File: config.mk
export PLATFORM = sky130hd
export DESIGN_NAME = key_event_filter_flat
export DESIGN_NICKNAME = d
export VERILOG_FILES = /design/src/rtl/key_event_filter_pkg.sv /design/src/rtl/key_event_filter_if.sv /design/src/rtl/key_event_filter_chan.sv /design/src/rtl/key_event_filter.sv /design/src/flat_wrapper.sv
export SDC_FILE = /design/constraint.sdc
export NUM_CORES = 1
export LEC_CHECK = 0
export ABC_AREA = 0
export CAP_MARGIN = 20
export CORE_MARGIN = 2
export CORE_UTILIZATION = 65
export CTS_CLUSTER_DIAMETER = 200
export CTS_CLUSTER_SIZE = 30
export DETAILED_ROUTE_END_ITERATION = 10
export PLACE_DENSITY = 0.93
export SYNTH_ARGS = -nofsm -noshare
export SYNTH_HDL_FRONTEND = slang
export SYNTH_SLANG_ARGS = --single-unit
File: constraint.sdc
create_clock -name clk -period 3.35 [get_ports clk]
set_input_delay 0.67 -clock clk [delete_from_list [all_inputs] [get_ports clk]]
set_output_delay 0.67 -clock clk [all_outputs]
set_load 0.03 [all_outputs]
File: src/rtl/key_event_filter_pkg.sv
// Shared types and sizing helpers for the key_event_filter block.
// Optional auto-repeat is enabled with the KEY_REPEAT_EN macro.
package key_pkg;

  typedef enum logic [1:0] {
    IDLE,
    PRESS_FILT,
    HELD,
    REL_FILT
  } chan_state_e;

  localparam int unsigned KEY_W_DEF        = 4;
  localparam int unsigned DEBOUNCE_CYC_DEF = 1_000_000;
  localparam int unsigned LONG_CYC_DEF     = 50_000_000;
  localparam int unsigned REPEAT_CYC_DEF   = 10_000_000;

  // Bits needed for a counter that runs 0..n-1
  function automatic int unsigned cnt_w(input int unsigned n);
    return (n < 2) ? 1 : $clog2(n);
  endfunction

endpackage

File: src/rtl/key_event_filter_if.sv
// Key pin and key event bus between board pins, the filter and its consumer.
// key_repeat is only active when the filter is built with KEY_REPEAT_EN.
interface key_event_filter_if #(
  parameter int unsigned KEY_W = key_pkg::KEY_W_DEF
);
  logic [KEY_W-1:0] key_in;
  logic [KEY_W-1:0] key_level;
  logic [KEY_W-1:0] key_press;
  logic [KEY_W-1:0] key_release;
  logic [KEY_W-1:0] key_long;
  logic [KEY_W-1:0] key_repeat;

  modport master (
    output key_in,
    input  key_level, key_press, key_release, key_long, key_repeat
  );

  modport slave (
    input  key_in,
    output key_level, key_press, key_release, key_long, key_repeat
  );
endinterface

File: src/rtl/key_event_filter_chan.sv
// One key channel: 2-flop synchroniser, press/release debounce FSM, hold timer.
// Auto-repeat counter is built only when KEY_REPEAT_EN is defined.
module key_chan
  import key_pkg::*;
#(
  parameter int unsigned DEBOUNCE_CYC = DEBOUNCE_CYC_DEF,
  parameter int unsigned LONG_CYC     = LONG_CYC_DEF,
  parameter int unsigned REPEAT_CYC   = REPEAT_CYC_DEF
) (
  input  logic clk,
  input  logic rst_n,
  input  logic key_i,
  output logic level_o,
  output logic press_o,
  output logic release_o,
  output logic long_o,
  output logic repeat_o
);

  localparam int unsigned FW = cnt_w(DEBOUNCE_CYC);
  localparam int unsigned HW = cnt_w(LONG_CYC);

  if (DEBOUNCE_CYC < 2 || LONG_CYC <= DEBOUNCE_CYC || REPEAT_CYC < 2) begin : g_param_err
    $error("key_chan: illegal cycle parameters");
  end

  logic [1:0]    sync_q;
  logic          s;
  chan_state_e   state_q, state_d;
  logic [FW-1:0] fcnt_q, fcnt_d;
  logic [HW-1:0] hcnt_q, hcnt_d;
  logic          level_q, level_d;
  logic          press_q, press_d;
  logic          release_q, release_d;
  logic          long_q, long_d;

  assign s = sync_q[1];

`ifdef KEY_REPEAT_EN
  localparam int unsigned RW = cnt_w(REPEAT_CYC);
  logic [RW-1:0] rcnt_q, rcnt_d;
  logic          rep_act_q, rep_act_d;
  logic          repeat_q, repeat_d;
`endif

  // Next-state and event decode
  always_comb begin
    state_d   = state_q;
    fcnt_d    = fcnt_q;
    hcnt_d    = hcnt_q;
    level_d   = level_q;
    press_d   = 1'b0;
    release_d = 1'b0;
    long_d    = 1'b0;
    case (state_q)
      IDLE: begin
        if (s) begin
          state_d = PRESS_FILT;
          fcnt_d  = '0;
        end
      end
      PRESS_FILT: begin
        if (!s) begin
          state_d = IDLE;
        end else if (fcnt_q == FW'(DEBOUNCE_CYC - 1)) begin
          state_d = HELD;
          press_d = 1'b1;
          level_d = 1'b1;
          hcnt_d  = '0;
        end else begin
          fcnt_d = fcnt_q + FW'(1);
        end
      end
      HELD: begin
        // Saturating hold timer; the single step into saturation is the long event
        if (hcnt_q != HW'(LONG_CYC - 1)) begin
          hcnt_d = hcnt_q + HW'(1);
          long_d = (hcnt_q == HW'(LONG_CYC - 2));
        end
        if (!s) begin
          state_d = REL_FILT;
          fcnt_d  = '0;
        end
      end
      REL_FILT: begin
        if (s) begin
          state_d = HELD;
        end else if (fcnt_q == FW'(DEBOUNCE_CYC - 1)) begin
          state_d   = IDLE;
          release_d = 1'b1;
          level_d   = 1'b0;
        end else begin
          fcnt_d = fcnt_q + FW'(1);
        end
      end
      default: state_d = IDLE;
    endcase

`ifdef KEY_REPEAT_EN
    rcnt_d    = rcnt_q;
    rep_act_d = rep_act_q;
    repeat_d  = 1'b0;
    if (long_d) begin
      rep_act_d = 1'b1;
      rcnt_d    = '0;
    end else if (rep_act_q) begin
      if (state_d == IDLE) begin
        rep_act_d = 1'b0;
      end else if (rcnt_q == RW'(REPEAT_CYC - 1)) begin
        rcnt_d   = '0;
        repeat_d = 1'b1;
      end else begin
        rcnt_d = rcnt_q + RW'(1);
      end
    end
`endif
  end

  always_ff @(posedge clk or negedge rst_n) begin
    if (!rst_n) begin
      sync_q    <= 2'b00;
      state_q   <= IDLE;
      fcnt_q    <= '0;
      hcnt_q    <= '0;
      level_q   <= 1'b0;
      press_q   <= 1'b0;
      release_q <= 1'b0;
      long_q    <= 1'b0;
    end else begin
      sync_q    <= {sync_q[0], key_i};
      state_q   <= state_d;
      fcnt_q    <= fcnt_d;
      hcnt_q    <= hcnt_d;
      level_q   <= level_d;
      press_q   <= press_d;
      release_q <= release_d;
      long_q    <= long_d;
    end
  end

`ifdef KEY_REPEAT_EN
  always_ff @(posedge clk or negedge rst_n) begin
    if (!rst_n) begin
      rcnt_q    <= '0;
      rep_act_q <= 1'b0;
      repeat_q  <= 1'b0;
    end else begin
      rcnt_q    <= rcnt_d;
      rep_act_q <= rep_act_d;
      repeat_q  <= repeat_d;
    end
  end
  assign repeat_o = repeat_q;
`else
  assign repeat_o = 1'b0;
`endif

  assign level_o   = level_q;
  assign press_o   = press_q;
  assign release_o = release_q;
  assign long_o    = long_q;

endmodule

File: src/rtl/key_event_filter.sv
// Multi-channel key debouncer: polarity normalisation plus one key_chan per pin.
// Define KEY_REPEAT_EN to build the auto-repeat pulse generators.
module key_event_filter
  import key_pkg::*;
#(
  parameter int unsigned KEY_W        = KEY_W_DEF,
  parameter int unsigned DEBOUNCE_CYC = DEBOUNCE_CYC_DEF,
  parameter int unsigned LONG_CYC     = LONG_CYC_DEF,
  parameter int unsigned REPEAT_CYC   = REPEAT_CYC_DEF,
  parameter bit          ACTIVE_LOW   = 1'b1
) (
  input  logic               clk,
  input  logic               rst_n,
  key_event_filter_if.slave  bus
);

  logic [KEY_W-1:0] key_n;

  // After this point 1 always means pressed
  assign key_n = ACTIVE_LOW ? ~bus.key_in : bus.key_in;

  for (genvar g = 0; g < int'(KEY_W); g++) begin : g_chan
    key_chan #(
      .DEBOUNCE_CYC (DEBOUNCE_CYC),
      .LONG_CYC     (LONG_CYC),
      .REPEAT_CYC   (REPEAT_CYC)
    ) u_chan (
      .clk       (clk),
      .rst_n     (rst_n),
      .key_i     (key_n[g]),
      .level_o   (bus.key_level[g]),
      .press_o   (bus.key_press[g]),
      .release_o (bus.key_release[g]),
      .long_o    (bus.key_long[g]),
      .repeat_o  (bus.key_repeat[g])
    );
  end

endmodule
File: src/flat_wrapper.sv
// flat-port wrapper written by rule: the top's interface ports become plain ports
module key_event_filter_flat import key_pkg::*;
#(
  parameter int unsigned KEY_W        = KEY_W_DEF,
  parameter int unsigned DEBOUNCE_CYC = DEBOUNCE_CYC_DEF,
  parameter int unsigned LONG_CYC     = LONG_CYC_DEF,
  parameter int unsigned REPEAT_CYC   = REPEAT_CYC_DEF,
  parameter bit          ACTIVE_LOW   = 1'b1
)
  (clk, rst_n, bus_key_in, bus_key_level, bus_key_press, bus_key_release, bus_key_long, bus_key_repeat);
  key_event_filter_if #(.KEY_W(KEY_W)) bus_i ();
  input  logic clk;
  input  logic rst_n;
  input wire logic [$bits(bus_i.key_in)-1:0] bus_key_in;
  output wire logic [$bits(bus_i.key_level)-1:0] bus_key_level;
  output wire logic [$bits(bus_i.key_press)-1:0] bus_key_press;
  output wire logic [$bits(bus_i.key_release)-1:0] bus_key_release;
  output wire logic [$bits(bus_i.key_long)-1:0] bus_key_long;
  output wire logic [$bits(bus_i.key_repeat)-1:0] bus_key_repeat;
  assign bus_i.key_in = bus_key_in;
  assign bus_key_level = bus_i.key_level;
  assign bus_key_press = bus_i.key_press;
  assign bus_key_release = bus_i.key_release;
  assign bus_key_long = bus_i.key_long;
  assign bus_key_repeat = bus_i.key_repeat;
  key_event_filter #(.KEY_W(KEY_W), .DEBOUNCE_CYC(DEBOUNCE_CYC), .LONG_CYC(LONG_CYC), .REPEAT_CYC(REPEAT_CYC), .ACTIVE_LOW(ACTIVE_LOW)) u_core (.clk(clk), .rst_n(rst_n), .bus(bus_i));
endmodule
==> impl_results.html <==
<table>
<tr><th>Metric</th><th>Value</th></tr>
<tr><th colspan="2">Outcome</th></tr>
<tr><td>Status</td><td>completed</td></tr>
<tr><th colspan="2">Clock network</th></tr>
<tr><td>Resized cells post-CTS</td><td>0</td></tr>
<tr><td>Clock insertion delay at the later pin of the skew report</td><td>0.48 ns</td></tr>
<tr><td>CTS buffer count</td><td>11</td></tr>
<tr><td>Total clock sinks</td><td>216</td></tr>
<tr><td>Bufs on Longest Clock Path</td><td>3</td></tr>
<tr><td>Number of levels in the clock H-tree</td><td>1</td></tr>
<tr><td>Cell at the root of the clock tree</td><td>clkbuf_16</td></tr>
<tr><td>Count of hold buffers inserted by post-cts repair</td><td>0</td></tr>
<tr><td>Register clock-pin slew on the reported worst setup and hold paths</td><td>0.11 ns</td></tr>
<tr><td>Post-CTS Setup Inserts</td><td>0</td></tr>
<tr><td>Clock tree from TritonCTS</td><td>yes</td></tr>
<tr><th colspan="2">Synthesis</th></tr>
<tr><td>Portion of netlist area occupied by mux cells</td><td>0.02819</td></tr>
<tr><td>Gate count after technology mapping</td><td>1264</td></tr>
<tr><td>Unique cell type count in the Yosys netlist</td><td>73</td></tr>
<tr><td>Count of flip-flops with a built-in enable after synthesis</td><td>0</td></tr>
<tr><td>Commonest register cell after synthesis</td><td>dfrtp_1</td></tr>
<tr><td>Synthesized-area fraction occupied by adder cells</td><td>0.01276</td></tr>
<tr><td>Post-synthesis share of cell area spent on xor and xnor gates</td><td>0.06318</td></tr>
<tr><td>Largest family of logic cells by synthesized area</td><td>simple AND/OR/NAND/NOR gates</td></tr>
<tr><td>Async S/R FF share, synth</td><td>1.000</td></tr>
<tr><td>Synthesized flop and latch total</td><td>216</td></tr>
<tr><td>Post-Syn Area per Cell</td><td>9.307 sq um</td></tr>
<tr><td>Number of warnings reported in the yosys synthesis log</td><td>0</td></tr>
<tr><td>Simple-gate share of the synthesized area</td><td>0.3091</td></tr>
<tr><td>Share of the yosys chip area belonging to registers</td><td>0.4595</td></tr>
<tr><td>Mapped Area</td><td>11760 sq um</td></tr>
<tr><td>Fraction of the mapped netlist area in compound gates</td><td>0.08934</td></tr>
<tr><th colspan="2">Setup path</th></tr>
<tr><td>Cells along the critical path</td><td>or4_1, or4_4, nor3_2, a21oi_1</td></tr>
<tr><td>WS Path Type</td><td>register to register</td></tr>
<tr><td>Kind of start point of the critical path</td><td>register</td></tr>
<tr><td>Signal arrival time at the worst endpoint</td><td>2.88 ns</td></tr>
<tr><td>Required time at the worst-slack endpoint</td><td>3.68 ns</td></tr>
<tr><td>Critical path's largest stage delay</td><td>0.69 ns</td></tr>
<tr><td>Cell at the slowest stage of the critical path</td><td>nor3_2</td></tr>
<tr><td>Worst Path Max Fanout</td><td>13</td></tr>
<tr><td>Sort of element at the end of the critical path</td><td>register</td></tr>
<tr><th colspan="2">Power</th></tr>
<tr><td>Worst IR drop on VDD</td><td>0.0004254 V</td></tr>
<tr><td>Cell area power density</td><td>350.4 nW/um^2</td></tr>
<tr><td>Pleak</td><td>5.184 nW</td></tr>
<tr><td>PnR Total Power</td><td>4.341 mW</td></tr>
<tr><th colspan="2">Floorplanning</th></tr>
<tr><td>Horiz. Die Dim</td><td>138.5 microns</td></tr>
<tr><td>Number of ports placed on the die boundary</td><td>26</td></tr>
<tr><td>Standard cell core area</td><td>17840 sq um</td></tr>
<tr><td>Site row count</td><td>49</td></tr>
<tr><td>Effective utilization at floorplan</td><td>0.6594</td></tr>
<tr><td>Area enclosed by the die boundary</td><td>19190 sq um</td></tr>
<tr><td>Die Ht</td><td>138.5 microns</td></tr>
<tr><th colspan="2">Drt</th></tr>
<tr><td>Final routed DRC violation total</td><td>0</td></tr>
<tr><td>Vias after detailed routing</td><td>9619</td></tr>
<tr><td>First-iteration detailed-routing DRC count</td><td>806</td></tr>
<tr><td>DR vias/cell</td><td>6.473</td></tr>
<tr><td>TritonRoute pass-1 iters</td><td>5</td></tr>
<tr><td>Average routed wire per standard cell</td><td>16.18 microns</td></tr>
<tr><td>Residual antenna-violating net count after detailed routing</td><td>0</td></tr>
<tr><td>Total wirelength of the detailed-routed design</td><td>24.04 mm</td></tr>
<tr><th colspan="2">Job</th></tr>
<tr><td>Number of violations of the max-capacitance limit</td><td>0</td></tr>
<tr><th colspan="2">Placement</th></tr>
<tr><td>Area of placed instances</td><td>12080 sq um</td></tr>
<tr><td>Last weighted congestion value of the routability-driven placer</td><td>0.8945</td></tr>
<tr><td>Number of buffer cells added on primary ports</td><td>21</td></tr>
<tr><td>Pre-CTS setup slack</td><td>0.7529 ns</td></tr>
<tr><td>Post-detail-place hpwl</td><td>16.25 mm</td></tr>
<tr><th colspan="2">Timing</th></tr>
<tr><td>Total count of hold-check failures in the final report</td><td>0</td></tr>
<tr><td>Final cycle utilization of the critical path</td><td>0.7640</td></tr>
<tr><td>Worst-case clock skew</td><td>0.03739 ns</td></tr>
<tr><td>Maximum clock frequency</td><td>390.7 MHz</td></tr>
<tr><td>Fin. max-slew vios</td><td>0</td></tr>
<tr><td>Final min period</td><td>2.559 ns</td></tr>
<tr><td>Total of endpoints with negative setup slack in the final report</td><td>0</td></tr>
<tr><td>Worst Tran Pin Value</td><td>1.026 ns</td></tr>
<tr><td>Worst-case headroom to the max-slew limit</td><td>0.3108</td></tr>
<tr><td>Post-route setup TNS</td><td>0 ns</td></tr>
<tr><td>Setup repair after global routing missed its margin</td><td>false</td></tr>
<tr><td>PnR worst setup slack</td><td>0.7908 ns</td></tr>
<tr><th colspan="2">Worst hold path</th></tr>
<tr><td>Worst min-delay path class</td><td>input port to asynchronous set/reset pin</td></tr>
<tr><th colspan="2">Cells and area</th></tr>
<tr><td>Finished layout cell area</td><td>12390 sq um</td></tr>
<tr><td>Ant. Diodes</td><td>0</td></tr>
<tr><td>Area growth from synthesis to final layout</td><td>5.307%</td></tr>
<tr><td>Nets@finish</td><td>1276</td></tr>
<tr><td>Filler cell count</td><td>1313</td></tr>
<tr><td>End-of-flow core utilization</td><td>0.6944</td></tr>
<tr><td>Fraction of final layout cells sized beyond drive strength 1</td><td>0.06205</td></tr>
<tr><th colspan="2">Global route</th></tr>
<tr><td>Largest net degree at the start of global routing</td><td>99</td></tr>
<tr><td>Global-route wire length before repair</td><td>41.99 mm</td></tr>
<tr><td>Vias in the first global route</td><td>9197</td></tr>
<tr><td>Tot GR Track Use</td><td>0.2519</td></tr>
<tr><td>Initial antenna violation count</td><td>0</td></tr>
<tr><td>Total gr overflow</td><td>0</td></tr>
</table>
## cell families (layout without fill, tap and decap cells)
group	after synthesis	in the layout
mux	31	31
xor+xnor	84	84
fa+ha+maj	12	12
buf+inv	88	78
compound gates	175	175
flops	216	216
other cells	1	4
simple gates	657	657
## area by class of cell
| class | count | area [sq um] | area share |
|---|---|---|---|
| Tap cell | 229 | 286.5 | 0.02313 |
| Clock inverter | 1 | 30.03 | 0.002424 |
| Sequential cell | 216 | 5405 | 0.4363 |
| Inverter | 27 | 101.3 | 0.008181 |
| Multi-Input combinational cell | 963 | 5927 | 0.4784 |
| Clock buffer | 11 | 275.3 | 0.02222 |
| Timing Repair Buffer | 39 | 362.8 | 0.02929 |
## worst max-delay path: cells and delay by family (launching register included)
kind            cells  cell delay [ns]
flops               1             0.43
compound gates      1             0.10
simple gates        3             1.88
## routing by layer
layer,global-route usage,routed length (microns)
met1,0.3484,10600
met2,0.4315,11910
met3,0.02590,1029
met4,0.06660,503
met5,0,0
## power by group
| group | switching (mW) | internal (mW) | leakage, nW |
|---|---|---|---|
| logic | 0.127 | 0.0615 | 2.06 |
| clock network | 0.838 | 0.616 | 0.147 |
| registers | 0.0568 | 2.64 | 2.98 |
## synth_stat cells, drive strengths merged (31+ instances only)
library cell	n	area (sq um)
dfrtp	216	5405
xnor2	38	332.8
nand3	83	415.4
nor3	43	225.2
nand4	58	369.1
xor2	46	410.4
nor4	33	249.0
o21ai	55	279.0
and3	35	221.5
a21oi	61	305.3
nor2	132	514.3
nand2	119	451.7
buf	31	227.7
or3	41	266.5
## path summary, 6_finish.rpt
path,from,endpoint,slack [ns],depth (start not counted)
setup / recovery,u_core.g_chan[0].u_chan.fcnt_q[15],u_core.g_chan[0].u_chan.hcnt_q[6],0.79,4
max in group asynchronous,rst_n,u_core.g_chan[0].u_chan.fcnt_q[7],2.32,2
setup reg to reg,u_core.g_chan[0].u_chan.fcnt_q[15],u_core.g_chan[0].u_chan.hcnt_q[6],0.79,4
hold / removal,rst_n,u_core.g_chan[1].u_chan.fcnt_q[0],0.22,1
min in group clk,u_core.g_chan[1].u_chan.sync_q[0],u_core.g_chan[1].u_chan.sync_q[1],0.36,0
hold reg to reg,u_core.g_chan[1].u_chan.sync_q[0],u_core.g_chan[1].u_chan.sync_q[1],0.36,0
## state kept, by name, summed over array words and instances, names as in the netlist, named ones only
register	flops
u_core.g_chan.u_chan.hcnt_q	104
u_core.g_chan.u_chan.release_o	4
u_core.g_chan.u_chan.long_o	4
u_core.g_chan.u_chan.sync_q	8
u_core.g_chan.u_chan.state_q	4
u_core.g_chan.u_chan.press_o	4
u_core.g_chan.u_chan.fcnt_q	80
u_core.g_chan.u_chan.level_o	4
## metrics by stage
stage | std cells | hold WS (ns)
after floorplan | 1267 | 0.3312
after global placement | 1474 | 0.3315
after detailed placement | 1474 | 0.3347
after CTS | 1486 | 0.2499
after global routing | 1486 | 0.2845
final | 1486 | 0.2208
## layout by cell type, fill, tap and decap left out, types with 17 or more instances in the layout
cell type        Yosys  routed
dfrtp_1            216     216
nor4_1              29      29
and3_1              33      33
o21ai_0             54      54
xnor2_1             38      38
clkdlybuf4s50_1      0      20
or3_1               39      39
and4_1              18      18
nand4_1             57      57
nor3_1              41      41
mux2i_1             20      20
nor2_1             130     130
a21oi_1             61      61
nand2_1            117     117
buf_4               23      17
inv_1               27      27
xor2_1              45      45
nand3_1             83      83
Note: power is estimated with default switching activity, not from simulation.
==> RTL change 1, RTL diff (same flow settings) <==
`ACTIVE_LOW` is set to 1'b1 in 2 places; all go to 1'b0.
--- a/src/rtl/key_event_filter.sv
+++ b/src/rtl/key_event_filter.sv
@@ -8,5 +8,5 @@
   parameter int unsigned LONG_CYC     = LONG_CYC_DEF,
   parameter int unsigned REPEAT_CYC   = REPEAT_CYC_DEF,
-  parameter bit          ACTIVE_LOW   = 1'b1
+  parameter bit          ACTIVE_LOW   = 1'b0
 ) (
   input  logic               clk,
--- a/src/flat_wrapper.sv
+++ b/src/flat_wrapper.sv
@@ -6,5 +6,5 @@
   parameter int unsigned LONG_CYC     = LONG_CYC_DEF,
   parameter int unsigned REPEAT_CYC   = REPEAT_CYC_DEF,
-  parameter bit          ACTIVE_LOW   = 1'b1
+  parameter bit          ACTIVE_LOW   = 1'b0
 )
   (clk, rst_n, bus_key_in, bus_key_level, bus_key_press, bus_key_release, bus_key_long, bus_key_repeat);
Formal check against the unedited RTL: same outputs for any inputs over 4 cycles, from zero or initial values and one cycle with rst_n low; that may be too few to reach the edited logic, so the function may still have changed.
==> RTL change 1 against the unedited design <==
  * Via count shrank 6.2%
  * Sequential cell count is the same
  * Area after synthesis shrank 3.2%
  * Synthesized cell count shrank 2.3%
  * Wire length shrank 3.8%
  * Total power shrank 2.0%
  * Worst setup slack lost 230 ps
  * Count of clock-buffer cells in the layout is the same
  * Design area shrank 3.2%
==> RTL change 1: results (changes against the unedited design) <==
place:
  dp_hpwl_mm: 16.0  # -1.8%
  dpl-instance-area_mm2: 0.0117  # -3.3%
  gp_congestion: 0.892  # -0.29%
synth:
  yosysTopAreaCellShare: 0.475  # +0.0153
  synth_cell_types: 58  # -21%
  muxShareOfSynthArea: 0.00637  # -0.0218
  yosysSeqAreaShare: 0.475  # +0.0153
  synthTopCellsByArea: "dfrtp_1 47%, nor2_1 5.5%, xnor2_1 5.4%"
  synth_compound_area_frac: 0.0892  # -0.000102
  synthAdderAreaFrac: 0.0132  # +0.000425
  ys_top_cells_by_count: "216 x dfrtp_1, 167 x nor2_1, 101 x nand2_1"
status:
  status: "completed"
worst_setup_path:
  cp_slowest_cell: "or4_4"
  cp_data_arrival_time_ps: 3200  # +320 ps
  rr_worst_depth: 6  # +2
  r2r-end: "u_core.g_chan[0].u_chan.hcnt_q[18]"
  r2r_setup_slack_ps: 560  # -230 ps
global_route:
  grt_usage: 0.259  # +0.00708
  grt_max_degree: 79  # -20%
  grt_pass1_wl_mm: 40.1  # -4.6%
  grt_pass1_vias: 8823  # -4.1%
timing:
  fin_skew_ps: 35.3  # -2.08 ps
  relSlewSlack: 0.372  # +0.0607
route:
  drtIter0Drc: 813  # +0.87%
final_layout:
  syn_to_final_growth_pct: 5.36  # about the same
pwr:
  ir_worst_vdd_uv: 505  # +19%
## RTL change 1: cell types whose count changed in the layout (fill, tap and decap cells not counted), moves of 15 or more
cell     delta
a21oi_1    -21
mux2i_1    -15
nand2_1    -16
nor2_1     +37
or3_1      -16
xnor2_1    +31
## RTL change 1: worst max-delay path by stage
stage                                            start                            endpoint  slack [ps]  cells after the start
finish              u_core.g_chan[0].u_chan.state_q[0]  u_core.g_chan[0].u_chan.hcnt_q[18]         560                      6
floorplan           u_core.g_chan[0].u_chan.state_q[0]  u_core.g_chan[0].u_chan.hcnt_q[18]         820                      7
CTS                 u_core.g_chan[3].u_chan.fcnt_q[15]  u_core.g_chan[3].u_chan.hcnt_q[15]         570                      6
global placement    u_core.g_chan[0].u_chan.state_q[0]  u_core.g_chan[0].u_chan.hcnt_q[18]         680                      6
global route        u_core.g_chan[3].u_chan.fcnt_q[15]  u_core.g_chan[3].u_chan.hcnt_q[17]         420                      6
detailed placement  u_core.g_chan[3].u_chan.fcnt_q[15]  u_core.g_chan[3].u_chan.hcnt_q[15]         540                      6
## RTL change 1: per-layer routing
layer  global-route usage  part of all wire
met1                0.346              0.43
met2                0.446              0.51
met3               0.0298             0.039
met4               0.0810             0.021
met5                    0                 0
## RTL change 1: logic make-up after synthesis
logic type               count (synthesis)
buffers and inverters                   94
AO/OA/AOI/OAI                          161
other                                    1
adder cells (fa/ha/maj)                 12
AND/OR/NAND/NOR                        617
XOR/XNOR                               127
flip-flops                             216
multiplexers                             7
## RTL change 1: power by group
| part | leakage, nW | switching (W) | internal [W] | total, W |
|---|---|---|---|---|
| logic | 1.95 | 0.000108 | 0.0000416 | 0.000150 |
| clock network | 0.147 | 0.000824 | 0.000615 | 0.00144 |
| registers | 2.98 | 0.0000350 | 0.00263 | 0.00267 |
## RTL change 1: through the flow
stage / setup slack, ps / total power [W]
3_3_place_gp: 685 / 0.00286
3_5_place_dp: 541 / 0.00287
2_1_floorplan: 820 / 0.00278
4_1_cts: 569 / 0.00430
5_1_grt: 419 / 0.00440
6_report: 556 / 0.00426
## RTL change 1: worst max-delay path, delay by kind of cell, from the launching register on
| family | cells | cell delay [ps] |
|---|---|---|
| AND/OR/NAND/NOR | 4 | 2040 |
| flip-flops | 1 | 430 |
| AO/OA/AOI/OAI | 1 | 150 |
| buffers and inverters | 1 | 90 |
## RTL change 1: layout make-up
class / count / area share
inverter: 30 / 0.00939
clock buffer: 11 / 0.0229
multi-input combinational: 928 / 0.463
tap: 225 / 0.0235
clock inverter: 1 / 0.00250
sequential: 216 / 0.451
timing repair buffer: 35 / 0.0277
==> RTL change 2, RTL diff (same flow settings) <==
Made on the original files. Re-encode `chan_state_e` (4 states) as one-hot, 4 bits wide.
--- a/src/rtl/key_event_filter_pkg.sv
+++ b/src/rtl/key_event_filter_pkg.sv
@@ -3,9 +3,9 @@
 package key_pkg;
 
-  typedef enum logic [1:0] {
-    IDLE,
-    PRESS_FILT,
-    HELD,
-    REL_FILT
+  typedef enum logic [3:0] {
+    IDLE       = 4'b0001,
+    PRESS_FILT = 4'b0010,
+    HELD       = 4'b0100,
+    REL_FILT   = 4'b1000
   } chan_state_e;
 
Formal check against the unedited RTL: same outputs for any inputs over 4 cycles, from zero or initial values and one cycle with rst_n low; so few cycles prove little.
==> RTL change 2 against the unedited design <==
  * Design area rose by 6.3%
  * Sequential cell count is 8 higher
  * Wire length grew 17%
  * Area after synthesis rose by 7.1%
  * Worst setup slack got worse by 270 ps
  * Count of clock-buffer cells in the layout is 5 higher
  * Largest cell class unchanged
  * Highest routed layer unchanged
Power is not compared: it rests on default switching activity, and its combinational part moved more than twofold at a synthesized area within 25%.
==> RTL change 2: results (changes against the unedited design) <==
worst_setup_path:
  worst_path_largest_cell_delay_ps: 550  # -140 ps
  r2r-start: "u_core.g_chan[3].u_chan.hcnt_q[16]"
  cp_slowest_cell: "or4b_1"
  r2r_setup_slack_ps: 520  # -270 ps
  crit_end: "u_core.g_chan[3].u_chan.hcnt_q[25]"
  cp_data_arrival_time_ps: 3210  # +330 ps
  crit_fanout: 20  # +7
place:
  gp_congestion: 0.918  # +2.6%
  dp_hpwl_mm: 18.9  # +16%
synth:
  synth_cell_types: 75  # +2.7%
  ys_top_cells_by_count: "220 x dfrtp_1, 219 x o21ai_0, 159 x nand2_1"
  synthTopCellsByArea: "dfrtp_1 44%, o21ai_0 8.7%, nand2_1 4.7%"
  yosysSeqAreaShare: 0.445  # -0.0141
timing:
  fin_skew_ps: 24.4  # -13.0 ps
  worst_slew_pin_slew_ps: 977  # -49.4 ps
global_route:
  grt_pass1_wl_mm: 48.1  # +14%
  grt_max_degree: 80  # -19%
  grt_usage: 0.278  # +0.0265
  grt_pass1_vias: 10372  # +13%
route:
  wl_per_cell_um: 16.5  # +2.0%
  via_per_inst: 6.63  # +2.3%
  first_pass_iters: 6  # +1
final_layout:
  multi_input_area_mm2: 0.00643  # +8.5%
  drive_gt1_frac: 0.0379  # -0.0241
  buffer_area_frac: 0.0308  # +0.00148
  multi_input_gates: 1142  # +19%
  layout.nets: 1464  # +15%
  nNonClkBuffers: 43  # +10%
  n_all_inverters: 24  # -11%
  largestRegisters: "u_core.g_chan.u_chan.hcnt_q (104), u_core.g_chan.u_chan.fcnt_q (80), u_core.g_chan.u_chan.state_q (16)"
  nClkBuffers: 16  # +5
  seq-cell-share: 0.426  # -0.0104
  final-clk-cell-share: 0.0236  # -0.00109
pwr:
  p_int_w: 0.00356
clocking:
  clkSinkCount: 224  # +3.7%
status:
  status: "completed"
## RTL change 2: cell families after synthesis
| group | after synthesis | share of synthesized area |
|---|---|---|
| compound gates | 424 | 0.199 |
| xor+xnor | 23 | 0.0160 |
| fa+ha+maj | 12 | 0.0119 |
| buf+inv | 124 | 0.0448 |
| flops | 224 | 0.445 |
| mux | 2 | 0.00159 |
| other cells | 1 | 0.000298 |
| simple gates | 677 | 0.281 |
## RTL change 2: routing by layer
metal	track usage	vias to the layer above	wire length [um]
li1	-	5378	-
met1	0.391	5488	12200
met3	0.0292	46	1610
met5	0	-	0
met2	0.467	417	14000
met4	0.0714	0	471
## RTL change 2: per-stage QoR
step                area (um^2)  hold slack, ps  worst slack (ps)  instances
floorplan                 12600             331               940       1490
CTS                       13200             181               316       1709
finish                    13200             158               516       1710
global route              13200             201               331       1710
detailed placement        12900             336               355       1692
global placement          12900             335               476       1692
